## src/rtl/id_ex_stage.sv

```systemverilog
// rtl/id_ex_stage.sv - ID/EX pipeline register with load-use hazard detection
module id_ex_stage #(
    parameter int DATA_W = 64,
    parameter int CNT_W  = 16
) (
    input  logic              clk,
    input  logic              reset,
    input  logic              ifid_valid,
    input  logic [4:0]        ifid_rn,
    input  logic [4:0]        ifid_rm,
    input  logic              ifid_uses_rm,
    input  logic [4:0]        ifid_rd,
    input  logic [DATA_W-1:0] ifid_opa,
    input  logic [DATA_W-1:0] ifid_opb,
    input  logic [DATA_W-1:0] ifid_imm,
    input  logic              ifid_regwrite,
    input  logic              ifid_memread,
    input  logic              ifid_memwrite,
    input  logic              ifid_memtoreg,
    input  logic              ifid_alusrc,
    input  logic [2:0]        ifid_aluop,
    input  logic              flush,
    input  logic              hold,
    output logic              idex_valid,
    output logic [4:0]        idex_rn,
    output logic [4:0]        idex_rm,
    output logic [4:0]        idex_rd,
    output logic [DATA_W-1:0] idex_opa,
    output logic [DATA_W-1:0] idex_opb,
    output logic [DATA_W-1:0] idex_imm,
    output logic              idex_regwrite,
    output logic              idex_memread,
    output logic              idex_memwrite,
    output logic              idex_memtoreg,
    output logic              idex_alusrc,
    output logic [2:0]        idex_aluop,
    output logic              stall_pc,
    output logic              stall_ifid,
    output logic [CNT_W-1:0]  stall_count
);

    localparam logic [4:0] XZR = 5'd31;

    logic lu_hazard;
    logic advance;
    logic take_instr;
    logic count_bubble;

    // Load in EX whose destination is read by the instruction in ID; XZR never aliases
    always_comb begin
        lu_hazard = idex_valid & idex_memread & (idex_rd != XZR) & ifid_valid &
                    ((idex_rd == ifid_rn) | (ifid_uses_rm & (idex_rd == ifid_rm)));
        // Flush squashes the dependent instruction, so it cannot also stall
        stall_pc     = (lu_hazard & ~flush) | hold;
        stall_ifid   = (lu_hazard & ~flush) | hold;
        // Flush beats hold; hold freezes everything otherwise
        advance      = flush | ~hold;
        take_instr   = ~flush & ~hold & ~lu_hazard & ifid_valid;
        count_bubble = ~flush & ~hold & lu_hazard;
    end

    // Pipeline register: either capture the ID instruction or insert an all-zero bubble
    always_ff @(posedge clk) begin
        if (reset) begin
            idex_valid    <= 1'b0;
            idex_rn       <= 5'd0;
            idex_rm       <= 5'd0;
            idex_rd       <= 5'd0;
            idex_opa      <= '0;
            idex_opb      <= '0;
            idex_imm      <= '0;
            idex_regwrite <= 1'b0;
            idex_memread  <= 1'b0;
            idex_memwrite <= 1'b0;
            idex_memtoreg <= 1'b0;
            idex_alusrc   <= 1'b0;
            idex_aluop    <= 3'd0;
        end else if (advance) begin
            if (take_instr) begin
                idex_valid    <= 1'b1;
                idex_rn       <= ifid_rn;
                idex_rm       <= ifid_rm;
                idex_rd       <= ifid_rd;
                idex_opa      <= ifid_opa;
                idex_opb      <= ifid_opb;
                idex_imm      <= ifid_imm;
                idex_regwrite <= ifid_regwrite;
                idex_memread  <= ifid_memread;
                idex_memwrite <= ifid_memwrite;
                idex_memtoreg <= ifid_memtoreg;
                idex_alusrc   <= ifid_alusrc;
                idex_aluop    <= ifid_aluop;
            end else begin
                idex_valid    <= 1'b0;
                idex_rn       <= 5'd0;
                idex_rm       <= 5'd0;
                idex_rd       <= 5'd0;
                idex_opa      <= '0;
                idex_opb      <= '0;
                idex_imm      <= '0;
                idex_regwrite <= 1'b0;
                idex_memread  <= 1'b0;
                idex_memwrite <= 1'b0;
                idex_memtoreg <= 1'b0;
                idex_alusrc   <= 1'b0;
                idex_aluop    <= 3'd0;
            end
        end
    end

    // Saturating count of load-use bubbles actually inserted
    always_ff @(posedge clk) begin
        if (reset) begin
            stall_count <= '0;
        end else if (count_bubble && (stall_count != {CNT_W{1'b1}})) begin
            stall_count <= stall_count + 1'b1;
        end
    end

endmodule

```

## config.mk

```make
export PLATFORM = sky130hd
export DESIGN_NAME = id_ex_stage
export DESIGN_NICKNAME = d
export VERILOG_FILES = /design/src/rtl/id_ex_stage.sv
export SDC_FILE = /design/constraint.sdc
export NUM_CORES = 1
export LEC_CHECK = 0
export CORE_AREA = 2 2 179 181
export DETAILED_ROUTE_END_ITERATION = 10
export DIE_AREA = 0 0 181 183
export HOLD_SLACK_MARGIN = 0.05
export SLEW_MARGIN = 20
export SYNTH_ARGS = -nofsm -noshare
export SYNTH_HDL_FRONTEND = slang
export SYNTH_SLANG_ARGS = --single-unit
```

## constraint.sdc

```tcl
create_clock -name clk -period 2.2 [get_ports clk]
set_input_delay 0.55 -clock clk [delete_from_list [all_inputs] [get_ports clk]]
set_output_delay 0.55 -clock clk [all_outputs]
set_load 0.03 [all_outputs]
```

**Word level (Yosys, flattened, before mapping)**

Index checks and enable logic that the tools add are counted.

- Register bits: 232
- Bits of input ports: 221
- Output and inout bits: 234
- Logic and storage cells: 49

- Add/subtract/negate cells: 1
- Eq/ne operators: 4
- Muxes and demuxes: 13
- Bitwise gates (word level): 16
- Reductions and logical operators: 1

Operators with widths:

| kind | number |
|---|---|
| $mux W64 | 3 |
| $add A16 B1 Y16 const B | 1 |
| $ne A16 B16 Y1 const B | 1 |
| $mux W5 | 3 |
| $and A1 B1 Y1 | 10 |
| $eq A5 B5 Y1 | 2 |
| $mux W1 | 6 |
| $ne A5 B5 Y1 const B | 1 |
| $mux W3 | 1 |
| $not A1 Y1 | 3 |
| $or A1 B1 Y1 | 3 |
| $logic_and A1 B1 Y1 | 1 |

**Logic depth before layout (Yosys ltp)**

Gate-level depths: netlist (run 1).

- Depth in word-level cells: 8
- Gate-level depth with buffers: 9
- Depth with buffers taken out: 7

**Least setup slack after synthesis (run 1)**

No wires, ideal clock.

- Path kind: flip-flop to output port
- From: reg idex_rd[4]
- To: out stall_pc
- Arrival time: 1.734 ns
- Required time: 1.650 ns
- Slack: -0.084 ns
- Cell stages (with the launch flop): 7
- Buffers on the path: 1
- Path through: dfxtp_1 -> xnor2_1 -> nand3_1 -> o22ai_2 -> and2_4 -> a21o_1 -> buf_4

- Cells in the longest elaborated chain, start to end: 6
- Elaborated cells between the ends (all ways): 10
- Classes of those cells: eq/ne (3); bitwise (7)

RTL lines:

| element | line | source |
|---|---|---|
| start, declared | 27 | `output logic [4:0] idex_rd,` |
| start signal, assigned | 83 | `idex_rd <= ifid_rd;` |
| $ne A5 B5 Y1 / $eq A5 B5 Y1 (equally long branches) | 51, 52 |  |
| $and A1 B1 Y1, on equally long branches | 51, 52 |  |
| $and A1 B1 Y1 / $or A1 B1 Y1 (equally long branches) | 51, 52 |  |
| $and A1 B1 Y1 (*) | 51 | `lu_hazard = idex_valid & idex_memread & (idex_rd != XZR) & ifid_valid &` |
| $and A1 B1 Y1 (*) | n/a |  |
| $or A1 B1 Y1 (*) | n/a |  |
| end, declared | 37 | `output logic stall_pc,` |

Mark *: on every way between the ends. The rest lies on a longest branch, timed or not.

**Worst setup path in the final report (run 1)**

- From: in ifid_valid
- To: out stall_ifid

- Cells in the longest elaborated chain, start to end: 4

RTL lines:

| element | line | source |
|---|---|---|
| start, declared | 8 | `input logic ifid_valid,` |
| $and A1 B1 Y1 (2 in series) | 51 |  |
| $and A1 B1 Y1 | 55 | `stall_ifid = (lu_hazard & ~flush) \| hold;` |
| $or A1 B1 Y1 | 55 |  |
| end, declared | 38 | `output logic stall_ifid,` |

Every way passes these cells.

==> flow_metrics.tcl, run 1 <==
set metrics [dict create \
    coreArea_mm2 0.03123 \
    ff_latch_area_mm2 0.004663 \
    fmax_ghz 0.4122 \
    grt_setup_unrepaired "true" \
    p_leak_nw 5.378 \
    via_count 6807 \
    final_cell_mix "clkdlybuf4s50_1 (416), dfxtp_1 (227), a22o_1 (215)" \
    worstMarginPinSlew_ps 405.0 \
    synth_area_leaders "dfxtp_1 (62%), a22o_1 (25%), buf_6 (1.8%)" \
    yosys_register_bits 232 \
    clockBufferDepth 3 \
    synthesis.area_mm2 0.007500 \
    max-vdd-ir-drop_v 0.0005373 \
    final_common_cell "clkdlybuf4s50_1" \
    cp.arrival_ps 1880 \
    antenna_found_initial 0 \
    cts_htree_levels 1 \
    placementRows 65 \
    io_pins 455 \
    violations "negative setup slack" \
    pwr_density_cell_mw_per_mm2 704.3 \
    grt_use_total_pct 14.76 \
    hold_depth 2 \
    firstDrtPassIters 4 \
    root_buffer "clkbuf_16" \
    ys_seq_area_share_pct 61.93 \
    dieHeight_um 183 \
    synth.largest_area_cell "dfxtp_1" \
    synth_nets 825 \
    fin_crit_sh_pct 110.3 \
    drive_above_1_share_pct 10.43 \
    crit_path_start_kind "primary input" \
    hpwl_um 18760 \
    cts_tree "yes" \
    relSlewSlack_pct 72.92 \
    drcViolationCount 0 \
    synthCells 603 \
    synth_cell_type_count 36 \
    diodes 0 \
    grt_pass1_vias 6897 \
    r2r_cells 10 \
    grt_start_max_net_pins 79 \
    dieArea_mm2 0.03312 \
    wl_met3_um 2600 \
    worstPathMaxFanout 2 \
    clock-sinks 232 \
    wl_um 26230 \
    cp_data_required_time_ps 1650 \
    top_layer_used "met4" \
    syn_avg_cell_area_um2 12.44 \
    crit_path_end_kind "primary output" \
    numCtsBuffers 26 \
    worstSkewPairLatency_ps 520 \
    initial_core_util_pct 24.01 \
    path_class "in -> out" \
    routed_via_density 4.553 \
    drv_slew 0 \
    finalWorstSetupSlack_ps -225.9 \
    cts.clk_slew.worst_paths_ps 60 \
    finalPower_mw 9.587 \
    cap_violations 0 \
    synthToLayoutAreaGrowth_pct 81.50 \
    postCtsHoldBufs 0 \
    design_area_mm2 0.01361 \
    die_w_um 181 \
    post_drt_wl_per_cell_um 17.55 \
    status "finished with violations" \
    hold_ws_ps 427.5 \
    synth_top_cell_area_share_pct 61.93 \
    port_buffers 454 \
    hold_path.class "in -> reg" \
    m1WireLength_um 11000 \
    setup_viol 10 \
    multi_input_area_mm2 0.002628 \
    drt-initial-drc-count 214 \
    yosys_warnings 0 \
    clock_skew_ps 10.29 \
    post-route-min-period_ps 2426 \
    gp_congestion 0.8024 \
    wl_met2_um 12170 \
    fillers 2940 \
    final_net_count 1301 \
    placed_cell_area_mm2 0.01262 \
    overflow 0 \
    finalHoldViolations 0 \
    ant_nets 0 \
    grt_pass1_wl_um 39470 \
]
==> per-stage QoR <==
step / cells / setup TNS, ps / setup WS (ps) / utilization (%)
floorplan: 603 / 0 / 60.74 / -
finish: 1495 / -464.7 / -225.9 / 43.59
global route: 1495 / -10920 / -309.9 / 43.59
CTS: 1494 / -445.8 / -222.9 / 43.40
global placement: 1445 / -112360 / -532.0 / 40.40
detailed placement: 1445 / -119210 / -571.2 / 40.40
==> critical path, cell delays in order <==
cell	delay, ps
clkdlybuf4s50_1	500
nand3_2	110
a31oi_2	190
and2_4	180
buf_6	90
a21o_4	120
buf_6	120
==> kinds of logic after synthesis <==
logic type      Yosys count  synth area share [%]
buf+inv                  54                 4.338
fa+ha+maj                 1                0.1668
mux                       3                0.4338
flops                   232                 61.93
compound gates          242                 27.34
xor+xnor                 12                 1.401
simple gates             59                 4.388
==> worst paths after layout <==
kind                                    from           end  slack, ps
worst min register to register  idex_imm[62]  idex_imm[62]        470
worst max register to register    idex_rd[3]  idex_opa[13]          0
worst max-delay path              ifid_valid    stall_ifid       -230
worst min-delay path              ifid_rm[0]    idex_rm[0]        430
==> cell usage after synthesis <==
cell	number
clkbuf_1	26
nor2b_1	2
dfxtp_1	232
o21ai_0	7
o22ai_2	1
a21oi_1	10
o21a_1	1
inv_1	2
a211oi_1	1
a22o_1	215
a31oi_1	1
a31o_2	1
or2_2	3
and3_1	2
mux2_2	2
and2_1	1
nor4b_2	1
a21o_1	2
buf_2	8
nor2_1	8
buf_6	12
buf_4	6
nor3b_1	1
nand2_1	8
or3_1	7
ha_1	1
or4_1	3
nand3_1	8
and2_4	1
mux2i_1	1
xor2_1	2
nor3_1	5
o31ai_1	2
xnor2_1	10
nand4_1	9
o21ba_2	1
==> registers in the layout, summed over array words and instances (netlist names) <==
name           cells
idex_imm          64
idex_opa          64
idex_opb          64
stall_count       16
idex_rd            5
idex_rm            5
idex_rn            5
idex_aluop         3
idex_alusrc        1
idex_memread       1
idex_memtoreg      1
idex_memwrite      1
idex_regwrite      1
idex_valid         1
==> power breakdown <==
group	switching (mW)	internal, mW	total [mW]	leakage (nW)
Combinational	0.403	0.593	0.996	3.09
Clock	1.70	2.56	4.26	0.410
Sequential	0.0484	4.28	4.33	1.88
==> what timing repair did <==
item                       in CTS  in global routing
resized for setup              42                 14
pin swaps                      10                  2
buffers inserted                7                  1
setup endpoints to repair     192                 13
==> cell type report <==
cell class / instances / share of cell area, %
Clock inverter: 4 / 0.3493
Tap cell: 402 / 3.695
Inverter: 2 / 0.05515
Sequential cell: 232 / 34.26
Timing Repair Buffer: 500 / 36.56
Multi-Input combinational cell: 317 / 19.30
Clock buffer: 38 / 5.782
==> layer usage <==
layer	global-route usage [%]	vias up
met3	5.381	36
met5	0	-
met4	3.447	0
met2	24.88	329
met1	18.01	3171
li1	-	3271
Power figures use the tool's default switching activity.
==> run 2: changes to the inputs <==
Settings changed: GPL_TIMING_DRIVEN set to 1, REMOVE_ABC_BUFFERS set to 1.
==> run 2 against run 1 <==
Compared with the run above:
- the run still ends with negative setup slack left
- wire length grew 4.4%
- die area is the same
- clock power grew 4%
- clock skew is essentially flat
- sequential share of layout area shrank 0.24 points
- worst hold slack gained 6.1 ps
- core utilization grew 0.29 points
- critical endpoint is now stall_pc
- largest cell class unchanged
- highest routed layer unchanged
==> flow_metrics.tcl, run 2 (same netlist as run 1, synthesis figures left out) <==
set metrics [dict create \
    post_drt_wl_per_cell_um 18.18 \
    grt_setup_unrepaired "true" \
    top_regs "idex_imm (64), idex_opa (64), idex_opb (64)" \
    p_clk_share_pct 45.3 \
    coreArea_mm2 0.03123 \
    setup_viol 2 \
    firstDrtPassIters 4 \
    fmax_ghz 0.4124 \
    drcViolationCount 0 \
    initial_core_util_pct 24.01 \
    diodes 0 \
    cts.clk_slew.worst_paths_ps 60 \
    drv_slew 0 \
    seq_power_share_pct 44.4 \
    p_switching_mw 2.198 \
    clock_skew_ps 10.77 \
    p_leak_nw 5.422 \
    routed_via_density 4.529 \
    worstPathMaxFanout 4 \
    r2r_cells 9 \
    path_buf_inv 2 \
    post-route-min-period_ps 2425 \
    synthToLayoutAreaGrowth_pct 82.70 \
    grt_pass1_vias 7183 \
    final_net_count 1309 \
    via_count 6825 \
    status "finished with violations" \
    cts_tree "yes" \
    root_buffer "clkbuf_16" \
    ant_nets 0 \
    hold_end "idex_rn[3]" \
    dieHeight_um 183 \
    clockBufferDepth 3 \
    critPathMostFrequentCell "buf_6" \
    ff2ff_setup_slack_ps 150 \
    use_met1_pct 18.45 \
    crit_path_end_kind "primary output" \
    gp_congestion 0.7673 \
    grt_start_max_net_pins 64 \
    grt_util_met2_pct 26.97 \
    worstSkewPairLatency_ps 530 \
    grt_use_total_pct 15.68 \
    finalHoldViolations 0 \
    finalPower_mw 9.755 \
    power_frac_comb_pct 10.3 \
    slowest_delay_ps 380 \
    cp_slowest_cell "dfxtp_4" \
    busiest_layer "met2" \
    io_pins 455 \
    intPower_mw 7.557 \
    final_cell_mix "clkdlybuf4s50_1 (408), dfxtp_1 (227), a22o_1 (215)" \
    worstMarginPinSlew_ps 411.2 \
    cap_violations 0 \
    path_cells "buf_6 -> xnor2_2 -> nand2_1 -> o22ai_2 -> and2_4 -> a21o_4 -> buf_6" \
    crit_path_start_kind "flip-flop" \
    path_class "reg -> out" \
    hpwl_um 19940 \
    fillers 2923 \
    r2r_start "idex_rd[1]" \
    drt-initial-drc-count 267 \
    wl_um 27390 \
    hold_depth 2 \
    die_w_um 181 \
    cp_data_required_time_ps 1650 \
    dieArea_mm2 0.03312 \
    path_delay_family "flip-flops" \
    violations "negative setup slack" \
    drive_above_1_share_pct 11.22 \
    cts_htree_levels 1 \
    swShare_pct 22.53 \
    antenna_found_initial 0 \
    relSlewSlack_pct 72.70 \
    fin_crit_sh_pct 110.2 \
    port_buffers 454 \
    postCtsHoldBufs 0 \
    grt_pass1_wl_um 41420 \
    final_common_cell "clkdlybuf4s50_1" \
    placementRows 65 \
    pwr_density_cell_mw_per_mm2 712.0 \
    hold_start "ifid_rn[3]" \
    place_ws_ps -1004 \
    overflow 0 \
    numCtsBuffers 26 \
    reg2reg_to "stall_count[13]" \
    max-vdd-ir-drop_v 0.0005265 \
    met3_usage_pct 5.798 \
    clock-sinks 232 \
    finalWorstSetupSlack_ps -224.6 \
    cp.arrival_ps 1870 \
    hold_path.class "in -> reg" \
]
==> run 2: changes by cell type in the layout (fill, tap and decap cells not counted), moves of 2 or more <==
| cell | previous run | this run |
|---|---|---|
| clkdlybuf4s50_1 | 416 | 408 |
| xnor2_2 | 8 | 5 |
| dlymetal6s2s_1 | 10 | 6 |
| xnor2_1 | 2 | 4 |
| buf_4 | 38 | 45 |
| clkbuf_8 | 7 | 10 |
| dlygate4sd2_1 | 26 | 38 |
==> run 2: metal layers <==
metal  part of all wire (%)  vias up
li1                       -     3286
met3                    9.4       43
met4                    2.1        0
met1                     40     3208
met5                      0        -
met2                     48      288
==> run 2: area by class of cell <==
cell class | instances | area [µm²] | share of cell area, %
repair buffers | 508 | 5024 | 36.66
flip-flops and latches | 232 | 4661 | 34.02
clock inverters | 5 | 55.05 | 0.4018
inverters | 2 | 7.507 | 0.05479
clock buffers | 41 | 828.3 | 6.045
well taps | 402 | 503.0 | 3.671
multi-input cells | 317 | 2624 | 19.15
==> run 2: stage by stage <==
| stage | util, % | hold WS (ps) | instances | TNS, ps | area, µm² |
|---|---|---|---|---|---|
| 2_1_floorplan | - | 608.1 | 551 | -2339900 | 7182 |
| 3_3_place_gp | 40.67 | 455.4 | 1457 | -207830 | 12700 |
| 3_5_place_dp | 40.67 | 455.1 | 1457 | -214750 | 12700 |
| 4_1_cts | 43.73 | 400.2 | 1508 | -739.6 | 13660 |
| 5_1_grt | 43.87 | 435.7 | 1507 | -606.8 | 13700 |
| 6_report | 43.87 | 433.7 | 1507 | -449.1 | 13700 |
==> run 2: worst max-delay path by stage <==
| stage | startpoint | end | slack, ps | depth (start not counted) |
|---|---|---|---|---|
| global route | idex_rd[0] | stall_pc | -300 | 7 |
| global placement | ifid_rn[0] | idex_opa[23] | -970 | 8 |
| detailed placement | ifid_rn[0] | idex_opa[34] | -1000 | 8 |
| floorplan | flush | idex_aluop[0] | -10830 | 2 |
| CTS | idex_rd[0] | stall_ifid | -370 | 8 |
| finish | idex_rd[0] | stall_pc | -220 | 7 |
==> run 2: worst reg2reg max path, cell delays in order, from the launching register on <==
cell,delay [ps]
dfxtp_4,370
xnor2_2,170
nand4_1,150
o22ai_2,180
buf_4,130
buf_4,110
nand3_1,60
buf_4,180
or4_1,470
a21oi_1,150
==> run 2: power groups by stage <==
stage | clock [mW] | sequential, mW | combinational [mW]
6_report | 4.42 | 4.33 | 1.01
5_1_grt | 4.74 | 4.33 | 1.06
4_1_cts | 4.56 | 4.33 | 1.01
3_5_place_dp | 0 | 4.42 | 1.00
3_3_place_gp | 0 | 4.42 | 0.998
2_1_floorplan | 0 | 4.58 | 0.175
==> run 2: what timing repair did <==
action	4_1_cts	5_1_grt
buffers inserted	5	0
resized for setup	53	15
endpoints found under the setup margin	247	9
pin swaps	7	6
hold endpoints to repair	0	0
==> run 3: changes to the inputs <==
Settings changed: CTS_CLUSTER_SIZE set to 8.
==> run 3 against run 2 <==
Compared with the run above:
- the run still ends with negative setup slack left
- clock skew rose by 5.6 ps
- register-to-register slack got worse by 60 ps
- power is 4.3% higher
- combinational power about the same
- die area stayed put
- worst hold slack improved by 35 ps
- critical path type unchanged
- largest cell class unchanged
- largest power group unchanged
==> flow_metrics.tcl, run 3 (same netlist as run 1, synthesis figures left out) <==
set metrics [dict create \
    grt_pass1_wl_um 41440 \
    pwr_density_cell_mw_per_mm2 733.7 \
    drcViolationCount 0 \
    hold_start "idex_imm[60]" \
    finalWorstSetupSlack_ps -244.4 \
    root_buffer "clkbuf_16" \
    routed_via_density 4.555 \
    fmax_ghz 0.4091 \
    clock-sinks 232 \
    grt_start_max_net_pins 64 \
    clockBufferDepth 3 \
    via_count 6869 \
    crit_path_start_kind "flip-flop" \
    final_net_count 1322 \
    top_regs "idex_imm (64), idex_opa (64), idex_opb (64)" \
    post-route-min-period_ps 2444 \
    ant_nets 0 \
    worstPathMaxFanout 4 \
    hold_path.class "reg -> reg" \
    seq_power_share_pct 42.7 \
    gp_congestion 0.7673 \
    drive_above_1_share_pct 11.39 \
    path_class "reg -> out" \
    cp-startpoint "idex_rd[0]" \
    setup_viol 2 \
    overflow 0 \
    grt_setup_unrepaired "true" \
    fillers 2914 \
    intPower_mw 7.916 \
    max-vdd-ir-drop_v 0.0005572 \
    dieArea_mm2 0.03312 \
    p_switching_mw 2.258 \
    p_clk_share_pct 47.4 \
    power_frac_comb_pct 9.9 \
    ff_latch_area_mm2 0.004653 \
    final_cell_mix "clkdlybuf4s50_1 (420), dfxtp_1 (227), a22o_1 (215)" \
    drv_slew 0 \
    worstMarginPinSlew_ps 433.4 \
    r2r_start "idex_rd[0]" \
    hpwl_um 19940 \
    postCtsHoldBufs 0 \
    drt-initial-drc-count 238 \
    multi_input_area_mm2 0.002626 \
    violations "negative setup slack" \
    crit_path_end_kind "primary output" \
    cts_tree "yes" \
    finalPower_mw 10.17 \
    grt_pass1_vias 7233 \
    place_ws_ps -1004 \
    relSlewSlack_pct 71.06 \
    grt_use_total_pct 15.77 \
    cp.arrival_ps 1890 \
    numCtsBuffers 35 \
    cts_htree_levels 2 \
    io_pins 455 \
    firstDrtPassIters 6 \
    swShare_pct 22.19 \
    placementRows 65 \
    finalHoldViolations 0 \
    antenna_found_initial 0 \
    worstSkewPairLatency_ps 500 \
    p_leak_nw 5.482 \
    fin_crit_sh_pct 111.1 \
    synthToLayoutAreaGrowth_pct 84.88 \
    cts.clk_slew.worst_paths_ps 50 \
    diodes 0 \
    cp_data_required_time_ps 1650 \
    fin_tns_setup_ps -488.8 \
    final_common_cell "clkdlybuf4s50_1" \
    post_drt_wl_per_cell_um 18.19 \
    port_buffers 454 \
    coreArea_mm2 0.03123 \
    wl_um 27430 \
    initial_core_util_pct 24.01 \
    die_w_um 181 \
    cap_violations 0 \
    clock_skew_ps 16.39 \
    status "finished with violations" \
    dieHeight_um 183 \
]
## run 3: cell types whose count changed in the layout (fill, tap and decap cells not counted), sizes merged
| cell | previous run | this run |
|---|---|---|
| buf | 56 | 60 |
| clkbuf | 41 | 40 |
| clkdlybuf4s15 | 0 | 1 |
| clkdlybuf4s50 | 408 | 420 |
| clkinv | 2 | 1 |
| clkinvlp | 2 | 0 |
| dlygate4sd2 | 38 | 21 |
| dlymetal6s2s | 6 | 10 |
| inv | 2 | 3 |
## run 3: what timing repair did
| item | CTS | global route |
|---|---|---|
| setup buffers | 8 | 0 |
| resized for setup | 42 | 16 |
| setup endpoints to repair | 234 | 27 |
| pin swaps | 9 | 0 |
| gates cloned | 0 | 0 |
## run 3: layout make-up
class                   instances  area share (%)
repair buffers                512           36.82
flip-flops and latches        232           33.56
multi-input cells             317           18.94
clock buffers                  40           6.605
well taps                     402           3.628
clock inverters                 3          0.3970
inverters                       2         0.05414
## run 3: routing by layer
| layer | vias up | wire [µm] | global-route usage (%) |
|---|---|---|---|
| li1 | 3303 | - | - |
| met1 | 3241 | 10960 | 18.23 |
| met2 | 296 | 13430 | 27.22 |
| met3 | 29 | 2663 | 6.513 |
| met4 | 0 | 369 | 3.740 |
| met5 | - | 0 | 0 |
## run 3: metrics by stage
step,utilization (%),instance area [µm²],cells,hold slack [ps]
after floorplan,-,7182,551,608.1
after global placement,40.67,12700,1457,455.4
after detailed placement,40.67,12700,1457,455.1
after CTS,44.21,13810,1508,447.0
after global routing,44.40,13870,1508,473.0
final,44.40,13870,1508,468.8
## run 3: path summary, 6_finish.rpt
path,to,slack [ps],cells after the start
worst min-delay path,idex_imm[60],470,1
worst max-delay path,stall_pc,-240,8
worst max register to register,idex_opa[61],90,10
worst min register to register,idex_imm[60],470,1
## run 3: critical path, cell delays in order, from the launching register on
cell and delay [ps]:
dfxtp_4 370, buf_6 130, xnor2_2 120, nand2_1 80
o22ai_2 80, and2_4 170, buf_6 110, a21o_4 210
buf_6 140
## run 3: power groups by stage
| stage | clock network, mW | registers, mW | logic (mW) |
|---|---|---|---|
| after floorplan | 0 | 4.58 | 0.175 |
| after global placement | 0 | 4.42 | 0.998 |
| after detailed placement | 0 | 4.42 | 1.00 |
| after CTS | 4.97 | 4.34 | 1.01 |
| after global routing | 5.16 | 4.34 | 1.06 |
| final | 4.82 | 4.34 | 1.01 |
